--- config.mk ---
export PLATFORM = sky130hd
export DESIGN_NAME = cpu_mem_arbiter
export DESIGN_NICKNAME = d
export VERILOG_FILES = /design/src/rtl/cpu_mem_pkg.sv /design/src/rtl/rr_arb2.sv /design/src/rtl/cpu_mem_arbiter.sv
export SDC_FILE = /design/constraint.sdc
export NUM_CORES = 1
export LEC_CHECK = 0
export CAP_MARGIN = 15
export CORE_ASPECT_RATIO = 1.2
export CORE_MARGIN = 4
export CORE_UTILIZATION = 33
export CTS_BUF_LIST = sky130_fd_sc_hd__clkbuf_4 sky130_fd_sc_hd__clkbuf_8 sky130_fd_sc_hd__clkbuf_16
export DETAILED_ROUTE_END_ITERATION = 12
export PLACE_DENSITY = 0.78
export SLEW_MARGIN = 30
export SYNTH_ARGS = -nofsm -noshare
export SYNTH_HDL_FRONTEND = slang
export SYNTH_SLANG_ARGS = --single-unit
--- constraint.sdc ---
create_clock -name clk -period 1.3 [get_ports clk]
set_input_delay 0.13 -clock clk [delete_from_list [all_inputs] [get_ports clk]]
set_output_delay 0.13 -clock clk [all_outputs]
set_load 0.02 [all_outputs]
--- src/rtl/cpu_mem_pkg.sv ---
// Types and default widths shared by the CPU core, the memory arbiter and the RAM model.
package cpu_mem_pkg;

    localparam int CPU_ADDR_W = 8;
    localparam int CPU_DATA_W = 32;

    // Which port is waiting for the read data coming back from the RAM.
    typedef enum logic [1:0] {
        NONE = 2'd0,
        IF   = 2'd1,
        DATA = 2'd2
    } owner_t;

endpackage

--- src/rtl/rr_arb2.sv ---
// Two-requester round-robin arbiter. req[0]/gnt[0] is the fetch port, req[1]/gnt[1] the data port.
module rr_arb2 (
    input  logic       clk,
    input  logic       rst_n,
    input  logic [1:0] req,
    output logic [1:0] gnt
);

    // 1 = data port won the most recent contended cycle.
    logic last_win_reg;

    // Grants are masked while reset is held so nothing leaks out during reset.
    always_comb begin
        gnt = 2'b00;
        if (rst_n) begin
            if (req == 2'b11) begin
                gnt = last_win_reg ? 2'b01 : 2'b10;
            end else begin
                gnt = req;
            end
        end
    end

    always_ff @(posedge clk or negedge rst_n) begin
        if (!rst_n) begin
            last_win_reg <= 1'b1;
        end else if (req == 2'b11) begin
            last_win_reg <= gnt[1];
        end
    end

endmodule

--- src/rtl/cpu_mem_arbiter.sv ---
// Shares one synchronous single-port RAM between the fetch port and the load/store port,
// steering the one-cycle-late read data back to whichever port issued the read.
module cpu_mem_arbiter
    import cpu_mem_pkg::*;
#(
    parameter int ADDR_W = CPU_ADDR_W,
    parameter int DATA_W = CPU_DATA_W
) (
    input  logic              clk,
    input  logic              rst_n,
    input  logic              if_req,
    input  logic [ADDR_W-1:0] if_addr,
    output logic              if_gnt,
    output logic              if_rvalid,
    output logic [DATA_W-1:0] if_rdata,
    input  logic              d_req,
    input  logic              d_we,
    input  logic [ADDR_W-1:0] d_addr,
    input  logic [DATA_W-1:0] d_wdata,
    output logic              d_gnt,
    output logic              d_rvalid,
    output logic [DATA_W-1:0] d_rdata,
    output logic              mem_en,
    output logic              mem_we,
    output logic [ADDR_W-1:0] mem_addr,
    output logic [DATA_W-1:0] mem_wdata,
    input  logic [DATA_W-1:0] mem_rdata
);

    logic [1:0]        gnt;
    owner_t            rd_owner_reg;
    logic [DATA_W-1:0] if_rdata_reg;
    logic [DATA_W-1:0] d_rdata_reg;

    rr_arb2 u_arb (
        .clk   (clk),
        .rst_n (rst_n),
        .req   ({d_req, if_req}),
        .gnt   (gnt)
    );

    assign if_gnt    = gnt[0];
    assign d_gnt     = gnt[1];
    assign mem_en    = |gnt;
    assign mem_we    = gnt[1] & d_we;
    assign mem_addr  = gnt[1] ? d_addr : if_addr;
    assign mem_wdata = gnt[1] ? d_wdata : '0;

    // Each port sees live RAM data on its return cycle and a held copy otherwise.
    assign if_rvalid = (rd_owner_reg == IF);
    assign d_rvalid  = (rd_owner_reg == DATA);
    assign if_rdata  = if_rvalid ? mem_rdata : if_rdata_reg;
    assign d_rdata   = d_rvalid ? mem_rdata : d_rdata_reg;

    always_ff @(posedge clk or negedge rst_n) begin
        if (!rst_n) begin
            rd_owner_reg <= NONE;
            if_rdata_reg <= '0;
            d_rdata_reg  <= '0;
        end else begin
            if (rd_owner_reg == IF) begin
                if_rdata_reg <= mem_rdata;
            end
            if (rd_owner_reg == DATA) begin
                d_rdata_reg <= mem_rdata;
            end
            if (gnt[0]) begin
                rd_owner_reg <= IF;
            end else if (gnt[1] && !d_we) begin
                rd_owner_reg <= DATA;
            end else begin
                rd_owner_reg <= NONE;
            end
        end
    end

endmodule

==> results.txt <==
run status - finished, violations left
failing checks - setup timing
vias per cell - 4.45
Die Span Y - 113 um
Commonest cells post-synth - dfrtp_1, mux2_4, and2_1
Initial Utilization - 34.4%
Crit path max-delay family - flip-flops
area leader, netlist - dfrtp_1
Rel. slew slack - 46.0%
crit-path most repeated cell - buf_12
Critical Path Start Type - flop
clock slew at reported path FFs - 80 ps
Worst Clk Skew - 12.3 ps
Logic pwr share - 48.2%
M1 WL - 3780 um
post-synthesis instance area - 3010 sq um
clock network power share - 20.4%
Avg WL per Cell - 18.1 um
DRC Markers - 0
Synth Net Count - 282
Die Wd - 95.1 um
Seq/Total Area, Yosys - 55.8%
sequential power share - 31.4%
H-Tree Depth - 3
synthesis warning total - 0
mux cell area share after synthesis - 31.5%
Mean Syn Cell Area - 15.3 sq um
largest family of logic cells by synthesized area - multiplexers
Mapped Cells - 197
crit-path max cell delay - 570 ps
arrival time worst endpoint - 1690 ps
count of unique library cells instantiated by Yosys - 17
xor/xnor cell area share of the yosys netlist - 0%
initial antenna violation count - 0
Rows - 37
initial DRC count - 79
Clock Sinks - 67
Final Setup Violations - 131
ys async rst share - 100%
CP cell instances - a21oi_4 -> buf_12 -> buf_12 -> mux2_4 -> buf_6
gpl congestion - 0.723
Top Layer Used - met4
post-synthesis simple-gate area fraction - 7.99%
# diodes - 0
area delta synth->final - 108%
first-pass GRT wire length - 13800 um
die area - 10700 sq um
final hold vios - 0
VDD IR max - 1050 uV
Post-synth EDFFs - 0
Synth top area share - 54.9%
Min Clock Period, post-route - 1820 ps
Peak Freq - 549 MHz
DR WL met3 - 854 um
dpl hpwl - 6610 um
Switching Share - 31.8%
PD cells - 1430 nW/um^2
Slowest cell on crit path - dfstp_2
Max Cap Viol - 0
Net Sw Power - 2.84 mW
Placed Instances - 511
met2 WL post-DR - 5590 um
Compound-Gate Fraction of Synth Area - 0.957%
Static Leak - 3.02 nW
Slew Limit Fails - 0
vias after detailed routing - 2557
ranking of synthesized cells by area - dfrtp_1, mux2_4, mux2_1
worst slew pin tran - 811 ps
Crit. path cell count - 5
CP Data Required Time - 1170 ps
CORE AREA - 8750 sq um
IO Count - 195
Clock Latency Late Sink - 340 ps
Internal - 6.08 mW
fin cells - 575
CTS Buffer Depth - 2
clock root buffer master - clkbuf_8
largest net degree at the start of global routing - 67
CTS Buf Count - 9
All-Layer GR Usage - 16.7%
DR pass1 iterations - 4
Post-Synth Adder-Cell Area - 0%
total grt overflow - 0
cells on worst reg2reg path - 6
CP max FO - 7
CP Buf/Inv Count - 3
Crit. End Element - output pin
Routed WL - 10400 um
setup ws final - -522 ps
CTS tree - built
Min-Delay Path Class - input pin to asynchronous set/reset pin
dominant synthesized flop cell - dfrtp_1
Port Buffers - 194
critical path type - flop to output pin
Final nets - 538
share of cells above drive strength 1 - 65.7%
ratio of final minimum period to clock period - 140%
DRT antenna net count - 0
count leader, synth - dfrtp_1
RSZ-0062 raised after global routing - yes
post-synthesis register bit count - 67
vias in the first global route - 2675
dpl ws - -761 ps
-- worst reg2reg max path, stage by stage, from the launching register on --
cell	delay, ps
dfrtp_2	440
nor2b_4	180
buf_12	150
buf_12	120
mux2_4	310
buf_6	120
buf_6	100
-- worst paths after layout --
path	endpoint	slack, ps	startpoint
max in group asynchronous	rd_owner_reg[1]	570	rst_n
min in group clk	rd_owner_reg[1]	360	d_we
max reg2reg	if_rdata_reg[15]	-220	rd_owner_reg[1]
min reg2reg	if_rdata_reg[24]	500	if_rdata_reg[24]
min	d_rdata_reg[22]	170	rst_n
max	mem_addr[2]	-520	u_arb.last_win_reg
-- stage by stage --
step           utilization, %  hold slack, ps  setup TNS [ps]  total power, mW  cell area (sq um)
3_5_place_dp             59.8            78.6          -60990             6.50               5230
6_report                 71.5             168          -49230             8.92               6260
2_1_floorplan               -            -166            -835             4.71               3070
5_1_grt                  71.5             245          -56640             9.36               6260
4_1_cts                  58.9             170          -48730             8.00               5160
3_3_place_gp             59.8            96.3          -59890             6.44               5230
-- power by group through the flow --
| stage | sequential, mW | clock (mW) | combinational, mW |
|---|---|---|---|
| floorplan | 2.78 | 0 | 1.94 |
| global placement | 2.81 | 0 | 3.64 |
| detailed placement | 2.83 | 0 | 3.67 |
| CTS | 2.80 | 1.88 | 3.32 |
| global route | 2.86 | 1.97 | 4.52 |
| finish | 2.80 | 1.82 | 4.30 |
-- what timing repair did --
action,4_1_cts,5_1_grt
hold buffers,1,0
pin swaps,1,30
cloned,1,5
gates resized for setup,459,258
endpoints found under the hold margin,2,0
buffers inserted,6,38
setup endpoints to repair,113,133
-- layout by cell type, fill, tap and decap left out, drive strengths merged --
cell,instances
mux2,72
bufinv,1
dlygate4sd2,2
o21a,1
and2,33
clkinvlp,1
nand2b,1
nor2b,2
clkbuf,16
clkdlybuf4s50,82
nand2,4
clkinv,2
a21oi,2
dfstp,1
dfrtp,66
inv,3
dlygate4sd3,1
mux2i,1
buf,167
-- layer usage --
metal  track usage [%]  vias to the layer above
li1                  -                     1178
met1              18.6                     1240
met2              29.0                      124
met3              6.03                       15
met4              5.97                        0
met5                 0                        -
-- layout make-up --
cell class | count | area (sq um)
clock buffers | 11 | 151
repair buffers | 257 | 2810
inverters | 2 | 7.51
multi-input cells | 116 | 1400
well taps | 117 | 146
fillers | 553 | 2490
flip-flops and latches | 67 | 1680
clock inverters | 5 | 60.1
-- logic make-up (layout without fill, tap and decap cells) --
group,after synthesis,in the layout
flops,67,67
simple gates,40,40
compound gates,3,3
buf+inv,14,275
mux,73,73
(Power assumes the default switching activity.)
